--- src/rtl/rv_decode_pkg.sv ---
// Shared types for the decode queue: control bundle, FIFO entry, opcodes and the NOP word.
package rv_decode_pkg;

  localparam logic [31:0] RV_NOP = 32'h0000_0013;

  // Entry PC is sized for the widest supported XLEN; narrower builds use the low bits.
  localparam int unsigned RV_MAX_PC_W = 62;

  typedef struct packed {
    logic       reg_write;
    logic       mem_read;
    logic       mem_write;
    logic [1:0] res_src;
    logic       pc_sel;
    logic       jump;
    logic       branch;
    logic       alu_op1_sel;
    logic       alu_op2_sel;
    logic [2:0] funct3;
    logic [4:0] alu_ctrl;
  } rv_dec_ctrl_t;

  typedef struct packed {
    logic [31:0]            instr;
    logic [RV_MAX_PC_W-1:0] pc;
  } rv_entry_t;

  typedef enum logic [6:0] {
    OpLoad   = 7'h03,
    OpImm    = 7'h13,
    OpAuipc  = 7'h17,
    OpStore  = 7'h23,
    OpReg    = 7'h33,
    OpLui    = 7'h37,
    OpBranch = 7'h63,
    OpJalr   = 7'h67,
    OpJal    = 7'h6F
  } rv_opcode_e;

endpackage

--- src/rtl/core_decode.sv ---
// Combinational RV32I decoder: register indices, immediate and control fields.
module core_decode
  import rv_decode_pkg::*;
(
  input  logic [31:0] i_instr,
  output logic [4:0]  o_rs1,
  output logic [4:0]  o_rs2,
  output logic [4:0]  o_rd,
  output logic [31:0] o_imm,
  output logic        o_reg_write,
  output logic        o_mem_read,
  output logic        o_mem_write,
  output logic [1:0]  o_res_src,
  output logic        o_pc_sel,
  output logic        o_jump,
  output logic        o_branch,
  output logic        o_alu_op1_sel,
  output logic        o_alu_op2_sel,
  output logic [2:0]  o_funct3,
  output logic [4:0]  o_alu_ctrl,
  output logic        o_inv_instr
);
  logic [31:0] imm_i, imm_s, imm_b, imm_u, imm_j;
  logic [2:0]  funct3;

  assign funct3   = i_instr[14:12];
  assign o_rs1    = i_instr[19:15];
  assign o_rs2    = i_instr[24:20];
  assign o_rd     = i_instr[11:7];
  assign o_funct3 = funct3;

  assign imm_i = {{20{i_instr[31]}}, i_instr[31:20]};
  assign imm_s = {{20{i_instr[31]}}, i_instr[31:25], i_instr[11:7]};
  assign imm_b = {{19{i_instr[31]}}, i_instr[31], i_instr[7], i_instr[30:25], i_instr[11:8], 1'b0};
  assign imm_u = {i_instr[31:12], 12'b0};
  assign imm_j = {{11{i_instr[31]}}, i_instr[31], i_instr[19:12], i_instr[20], i_instr[30:21],
                  1'b0};

  // alu_ctrl = {compare, alternate (sub/sra), funct3}
  always_comb begin
    o_imm         = 32'b0;
    o_reg_write   = 1'b0;
    o_mem_read    = 1'b0;
    o_mem_write   = 1'b0;
    o_res_src     = 2'b00;
    o_pc_sel      = 1'b0;
    o_jump        = 1'b0;
    o_branch      = 1'b0;
    o_alu_op1_sel = 1'b0;
    o_alu_op2_sel = 1'b0;
    o_alu_ctrl    = 5'b0;
    o_inv_instr   = 1'b0;
    case (i_instr[6:0])
      OpImm: begin
        o_imm         = imm_i;
        o_reg_write   = 1'b1;
        o_alu_op2_sel = 1'b1;
        o_alu_ctrl    = {1'b0, (funct3 == 3'b101) & i_instr[30], funct3};
      end
      OpReg: begin
        o_reg_write = 1'b1;
        o_alu_ctrl  = {1'b0, i_instr[30], funct3};
      end
      OpLoad: begin
        o_imm         = imm_i;
        o_reg_write   = 1'b1;
        o_mem_read    = 1'b1;
        o_res_src     = 2'b01;
        o_alu_op2_sel = 1'b1;
      end
      OpStore: begin
        o_imm         = imm_s;
        o_mem_write   = 1'b1;
        o_alu_op2_sel = 1'b1;
      end
      OpBranch: begin
        o_imm      = imm_b;
        o_branch   = 1'b1;
        o_alu_ctrl = {2'b10, funct3};
      end
      OpJal: begin
        o_imm       = imm_j;
        o_reg_write = 1'b1;
        o_jump      = 1'b1;
        o_res_src   = 2'b10;
      end
      OpJalr: begin
        o_imm         = imm_i;
        o_reg_write   = 1'b1;
        o_jump        = 1'b1;
        o_pc_sel      = 1'b1;
        o_res_src     = 2'b10;
        o_alu_op2_sel = 1'b1;
      end
      OpLui: begin
        o_imm       = imm_u;
        o_reg_write = 1'b1;
        o_res_src   = 2'b11;
      end
      OpAuipc: begin
        o_imm         = imm_u;
        o_reg_write   = 1'b1;
        o_alu_op1_sel = 1'b1;
        o_alu_op2_sel = 1'b1;
      end
      default: o_inv_instr = 1'b1;
    endcase
  end

endmodule

--- src/rtl/rv_decode_queue.sv ---
// Fetch-to-execute decode queue: DEPTH-entry FIFO, head decode, registered output stage.
// Optional DECODE_QUEUE_BYPASS_EN decodes straight from fetch when the queue is empty.
module rv_decode_queue
  import rv_decode_pkg::*;
#(
  parameter int unsigned XLEN  = 32,
  parameter int unsigned DEPTH = 4
) (
  input  logic                       i_clk,
  input  logic                       i_reset,
  input  logic                       i_flush,
  input  logic                       i_fetch_valid,
  output logic                       o_fetch_ready,
  input  logic [31:0]                i_fetch_data,
  input  logic [XLEN-3:0]            i_fetch_pc,
  output logic                       o_dec_valid,
  input  logic                       i_dec_ready,
  output logic [XLEN-3:0]            o_pc,
  output logic [XLEN-3:0]            o_pc_p4,
  output logic [4:0]                 o_rs1,
  output logic [4:0]                 o_rs2,
  output logic [4:0]                 o_rd,
  output logic [31:0]                o_imm,
  output rv_dec_ctrl_t               o_ctrl,
  output logic                       o_inv_instr,
  output logic [$clog2(DEPTH+1)-1:0] o_level
);
  localparam int unsigned PcW    = XLEN - 2;
  localparam int unsigned AddrW  = $clog2(DEPTH);
  localparam int unsigned LevelW = $clog2(DEPTH + 1);

  rv_entry_t         mem_q [DEPTH];
  rv_entry_t         head;
  logic [AddrW-1:0]  wr_ptr_q, wr_ptr_d, rd_ptr_q, rd_ptr_d;
  logic [LevelW-1:0] level_q, level_d;
  logic              push, pop, bypass, wr_en, out_free, load;
  logic              unused_head_pc;

  logic [31:0]       dec_instr, dec_imm;
  logic [PcW-1:0]    dec_pc;
  logic [4:0]        dec_rs1, dec_rs2, dec_rd;
  rv_dec_ctrl_t      dec_ctrl;
  logic              dec_inv;

  logic              valid_q, valid_d, inv_q, inv_d;
  logic [PcW-1:0]    pc_q, pc_d, pc_p4_q, pc_p4_d;
  logic [4:0]        rs1_q, rs1_d, rs2_q, rs2_d, rd_q, rd_d;
  logic [31:0]       imm_q, imm_d;
  rv_dec_ctrl_t      ctrl_q, ctrl_d;

  // Ready looks only at registered occupancy so a same-cycle pop never frees a full queue.
  assign o_fetch_ready = (level_q != LevelW'(DEPTH)) & ~i_flush;
  assign push          = i_fetch_valid & o_fetch_ready;
  assign out_free      = ~valid_q | i_dec_ready;
  assign pop           = out_free & (level_q != '0);

`ifdef DECODE_QUEUE_BYPASS_EN
  assign bypass = push & (level_q == '0) & out_free;
`else
  assign bypass = 1'b0;
`endif

  assign wr_en = push & ~bypass;
  assign load  = pop | bypass;

  assign head           = mem_q[rd_ptr_q];
  assign unused_head_pc = ^head.pc;
  assign dec_instr      = bypass ? i_fetch_data : ((level_q != '0) ? head.instr : RV_NOP);
  assign dec_pc         = bypass ? i_fetch_pc : head.pc[PcW-1:0];

  core_decode u_core_decode (
    .i_instr      (dec_instr),
    .o_rs1        (dec_rs1),
    .o_rs2        (dec_rs2),
    .o_rd         (dec_rd),
    .o_imm        (dec_imm),
    .o_reg_write  (dec_ctrl.reg_write),
    .o_mem_read   (dec_ctrl.mem_read),
    .o_mem_write  (dec_ctrl.mem_write),
    .o_res_src    (dec_ctrl.res_src),
    .o_pc_sel     (dec_ctrl.pc_sel),
    .o_jump       (dec_ctrl.jump),
    .o_branch     (dec_ctrl.branch),
    .o_alu_op1_sel(dec_ctrl.alu_op1_sel),
    .o_alu_op2_sel(dec_ctrl.alu_op2_sel),
    .o_funct3     (dec_ctrl.funct3),
    .o_alu_ctrl   (dec_ctrl.alu_ctrl),
    .o_inv_instr  (dec_inv)
  );

  always_comb begin
    wr_ptr_d = wr_ptr_q;
    rd_ptr_d = rd_ptr_q;
    level_d  = level_q;
    valid_d  = valid_q;
    pc_d     = pc_q;
    pc_p4_d  = pc_p4_q;
    rs1_d    = rs1_q;
    rs2_d    = rs2_q;
    rd_d     = rd_q;
    imm_d    = imm_q;
    ctrl_d   = ctrl_q;
    inv_d    = inv_q;
    if (i_flush) begin
      wr_ptr_d = '0;
      rd_ptr_d = '0;
      level_d  = '0;
      valid_d  = 1'b0;
      pc_d     = '0;
      pc_p4_d  = '0;
    end else begin
      if (wr_en) wr_ptr_d = wr_ptr_q + AddrW'(1);
      if (pop)   rd_ptr_d = rd_ptr_q + AddrW'(1);
      level_d = level_q + LevelW'(wr_en) - LevelW'(pop);
      if (load) begin
        valid_d = 1'b1;
        pc_d    = dec_pc;
        pc_p4_d = dec_pc + PcW'(1);
        rs1_d   = dec_rs1;
        rs2_d   = dec_rs2;
        rd_d    = dec_rd;
        imm_d   = dec_imm;
        ctrl_d  = dec_ctrl;
        inv_d   = dec_inv;
      end else if (out_free) begin
        valid_d = 1'b0;
      end
    end
  end

  // Storage is not reset; cleared pointers and level make stale entries unreachable.
  always_ff @(posedge i_clk) begin
    if (wr_en) mem_q[wr_ptr_q] <= '{instr: i_fetch_data, pc: RV_MAX_PC_W'(i_fetch_pc)};
  end

  always_ff @(posedge i_clk or posedge i_reset) begin
    if (i_reset) begin
      wr_ptr_q <= '0;
      rd_ptr_q <= '0;
      level_q  <= '0;
      valid_q  <= 1'b0;
      pc_q     <= '0;
      pc_p4_q  <= '0;
      rs1_q    <= '0;
      rs2_q    <= '0;
      rd_q     <= '0;
      imm_q    <= '0;
      ctrl_q   <= '0;
      inv_q    <= 1'b0;
    end else begin
      wr_ptr_q <= wr_ptr_d;
      rd_ptr_q <= rd_ptr_d;
      level_q  <= level_d;
      valid_q  <= valid_d;
      pc_q     <= pc_d;
      pc_p4_q  <= pc_p4_d;
      rs1_q    <= rs1_d;
      rs2_q    <= rs2_d;
      rd_q     <= rd_d;
      imm_q    <= imm_d;
      ctrl_q   <= ctrl_d;
      inv_q    <= inv_d;
    end
  end

  assign o_dec_valid = valid_q;
  assign o_pc        = pc_q;
  assign o_pc_p4     = pc_p4_q;
  assign o_rs1       = rs1_q;
  assign o_rs2       = rs2_q;
  assign o_rd        = rd_q;
  assign o_imm       = imm_q;
  assign o_ctrl      = ctrl_q;
  assign o_inv_instr = inv_q;
  assign o_level     = level_q;

endmodule
--- config.mk ---
export PLATFORM = sky130hd
export DESIGN_NAME = rv_decode_queue
export DESIGN_NICKNAME = d
export VERILOG_FILES = /design/src/rtl/rv_decode_pkg.sv /design/src/rtl/core_decode.sv /design/src/rtl/rv_decode_queue.sv
export SDC_FILE = /design/constraint.sdc
export NUM_CORES = 1
export LEC_CHECK = 0
export CELL_PAD_IN_SITES_DETAIL_PLACEMENT = 1
export CELL_PAD_IN_SITES_GLOBAL_PLACEMENT = 1
export CORE_UTILIZATION = 47
export DETAILED_ROUTE_END_ITERATION = 10
export DONT_BUFFER_PORTS = 1
export PLACE_DENSITY = 0.83
export RECOVER_POWER = 100
export SLEW_MARGIN = 20
export SYNTH_ARGS = -nofsm -noshare
export SYNTH_HDL_FRONTEND = slang
export SYNTH_SLANG_ARGS = --single-unit
--- constraint.sdc ---
create_clock -name i_clk -period 3.9 [get_ports i_clk]
set_input_delay 0.39 -clock i_clk [delete_from_list [all_inputs] [get_ports i_clk]]
set_output_delay 0.39 -clock i_clk [all_outputs]
set_load 0.1 [all_outputs]
==> results.sh <==
export IMPL_ir_worst_vdd_v=0.0004605
export IMPL_clk_latency_ps=550
export IMPL_min_from="i_flush"
export IMPL_leakagePower_nw=6.335
export IMPL_vias=8902
export IMPL_die_area_sq_mm=0.03274
export IMPL_fin_crit_sh=0.9048
export IMPL_layout_common_cells="248 x edfxtp_1, 185 x nand2_1, 132 x dfrtp_1, 63 x dlygate4sd3_1, 61 x mux4_2"
export IMPL_wl_met3_um=2505
export IMPL_yosys_top_cells_area="edfxtp_1 49%, dfrtp_1 22%, mux4_2 9.1%"
export IMPL_final_setup_skew_ps=22.03
export IMPL_relSlewSlack=-0.2344
export IMPL_grt_first_pass_wirelength_um=58880
export IMPL_path_cells="mux4_2 > or2_1 > nor4b_2 > buf_4 > o21ai_2 > buf_4 > o21ai_0"
export IMPL_violations="max-capacitance violations, max-slew violations"
export IMPL_cts_tree="done"
export IMPL_synth_cell_types=52
export IMPL_layout_min_cycle_time_ps=3529
export IMPL_post_dp_hpwl_um=23750
export IMPL_register_area_sq_mm=0.01080
export IMPL_seq_area_frac_synth=0.7177
export IMPL_yosysWarnings=0
export IMPL_gp_congestion=0.8265
export IMPL_first_iter_violations=675
export IMPL_cts_htree_levels=2
export IMPL_ant_nets=0
export IMPL_cts_hold_buf=64
export IMPL_crit_fanout=23
export IMPL_final_common_cell="edfxtp_1"
export IMPL_critPathRequiredTime_ps=4350
export IMPL_core_sq_mm=0.03156
export IMPL_synth_edf_count=248
export IMPL_grt_util_all_layers=0.2367
export IMPL_cp_buffers_inverters=2
export IMPL_area_delta_synth_final_pct=15.57
export IMPL_syn_area_sq_mm=0.01505
export IMPL_clock_tree_root_cell="clkbuf_16"
export IMPL_numCtsBuffers=40
export IMPL_start_util=0.4769
export IMPL_row_count=65
export IMPL_fmax_mhz=283.4
export IMPL_postCtsSetupBuffers=0
export IMPL_die_w_um=180.9
export IMPL_r2r_start="rd_ptr_q[0]$_DFFE_PP0P_"
export IMPL_rsz0062_at_grt="no"
export IMPL_cpMostUsedCell="buf_4"
export IMPL_slew_viol_final=358
export IMPL_r2r_setup_slack_ps=370
export IMPL_grt_pass1_vias=9793
export IMPL_syn_inst=988
export IMPL_avgSynthCellArea_sq_um=15.23
export IMPL_wirelength_um=38070
export IMPL_port_buffer_count=0
export IMPL_final_instance_count_excl_fill=1505
export IMPL_drv_cap=6
export IMPL_highest_layer="met5"
export IMPL_dp_cells=1365
export IMPL_routedWlPerCell_um=25.30
export IMPL_cp_slowest_cell="dfrtp_2"
export IMPL_clock_path_buffers=3
export IMPL_synth_ff_type="edfxtp_1"
export IMPL_max_stage_delay_ps=870
export IMPL_synthesis_nets=1063
export IMPL_drc=0
export IMPL_io_pins=198
export IMPL_startpoint="rd_ptr_q[0]$_DFFE_PP0P_"
export IMPL_hold_class="in -> reg"
export IMPL_clkTransAtPathRegs_ps=60
export IMPL_drive_above_1_share=0.1381
export IMPL_critPathLaunchType="flop"
export IMPL_cts_sinks=382
export IMPL_antenna_found_initial=3
export IMPL_setup_viol=0
export IMPL_dr_pass1_iters=5
export IMPL_multi_input_area_sq_mm=0.003954
export IMPL_wl_met2_um=18870
export IMPL_finalHoldViolations=0
export IMPL_final_setup_tns_ps=0
export IMPL_grt_max_degree=68
export IMPL_layout_nets=1144
export IMPL_worst_slew_pin_slew_ps=1842
export IMPL_crit_family="simple AND/OR/NAND/NOR gates"
export IMPL_path_class="reg -> reg"
export IMPL_fillers=3027
export IMPL_vias_per_cell=5.915
export IMPL_grt_overflow_total=0
export IMPL_wl_met1_um=15320
export IMPL_ys_async_sr_fraction=0.3508
export IMPL_arrival_ps=3980
export IMPL_cp_end_kind="flop"
export IMPL_cts_resized=0
export IMPL_yosysTopAreaCell="edfxtp_1"
export IMPL_netlist_area_leader_share=0.4949
export IMPL_die_h_um=180.9
export IMPL_p_per_area_mw_per_mm2=908.5
export IMPL_status="finished, violations left"
export IMPL_ys_ff_latch=382
## worst paths after layout
| path | endpoint | depth (start not counted) |
|---|---|---|
| worst max-delay path | o_imm[18]$_DFFE_PP0P_ | 7 |
| worst max register to register | o_imm[18]$_DFFE_PP0P_ | 7 |
| min in group asynchronous | o_pc[25]$_DFFE_PP0P_ | 2 |
| worst min register to register | wr_ptr_q[0]$_DFFE_PP0P_ | 1 |
| max in group asynchronous | o_imm[14]$_DFFE_PP0P_ | 3 |
| worst min-delay path | wr_ptr_q[0]$_DFFE_PP0P_ | 2 |
## cells in the mapped netlist (all sizes together) (14+ instances only)
library cell,count
dfrtp,134
nor2,56
a21oi,53
o21ai,27
a211oi,27
clkbuf,31
nand4,14
buf,18
inv,16
xor2,20
mux4,61
edfxtp,248
nand2,185
## cell type report
cell class,count,share of cell area
antenna,2,0.0002878
clock buffer,61,0.06266
clock inverter,13,0.009856
inverter,16,0.003525
multi-input combinational,541,0.2273
sequential,382,0.6212
tap,402,0.02892
timing repair buffer,88,0.04626
## sequential cells by signal (all words and copies together) (netlist names), 3 cells and up
signal   cells
o_pc_p4     30
mem_q      248
o_level      3
o_rs1        5
o_rd         5
o_pc        30
o_ctrl      18
o_imm       32
o_rs2        5
## routing by layer
layer	track usage	vias up
met5	0	-
met1	0.3102	4629
li1	-	3839
met4	0.09085	2
met3	0.04979	97
met2	0.3900	335
## worst reg2reg max path, delay by kind of cell, from the launching register on
| kind | cells | cell delay, ps |
|---|---|---|
| multiplexers | 1 | 690 |
| flip-flops | 1 | 870 |
| buffers and inverters | 2 | 550 |
| AO/OA/AOI/OAI | 2 | 300 |
| AND/OR/NAND/NOR | 2 | 1050 |
## per-stage QoR
step | hold slack (ps) | setup slack (ps) | power, W | utilization | instance area [sq um]
floorplan | 488.9 | 83.40 | 0.01111 | - | 15060
global placement | 459.3 | 737.7 | 0.01195 | 0.4932 | 15560
detailed placement | 461.1 | 586.0 | 0.01212 | 0.4932 | 15560
CTS | 126.4 | 577.0 | 0.01590 | 0.5540 | 17480
global route | 125.1 | 198.5 | 0.01633 | 0.5511 | 17390
finish | 130.4 | 371.3 | 0.01580 | 0.5512 | 17390
## power breakdown
part / total [W] / internal, W / switching, W
clock: 0.00366 / 0.00209 / 0.00158
sequential: 0.00895 / 0.00491 / 0.00404
combinational: 0.00318 / 0.00111 / 0.00207
## cell families (layout without fill, tap and decap cells)
family,after synthesis,count (layout),share of synthesized area
DFF,382,382,0.7177
and+or+nand+nor,310,310,0.09038
AOI/OAI and AO/OA,132,132,0.05704
buffers and inverters,65,178,0.01879
muxes,62,62,0.09204
xor gates and xnor gates,29,29,0.01688
adders and majority gates,8,8,0.007150
other,0,2,0
Power figures use the tool's default switching activity.
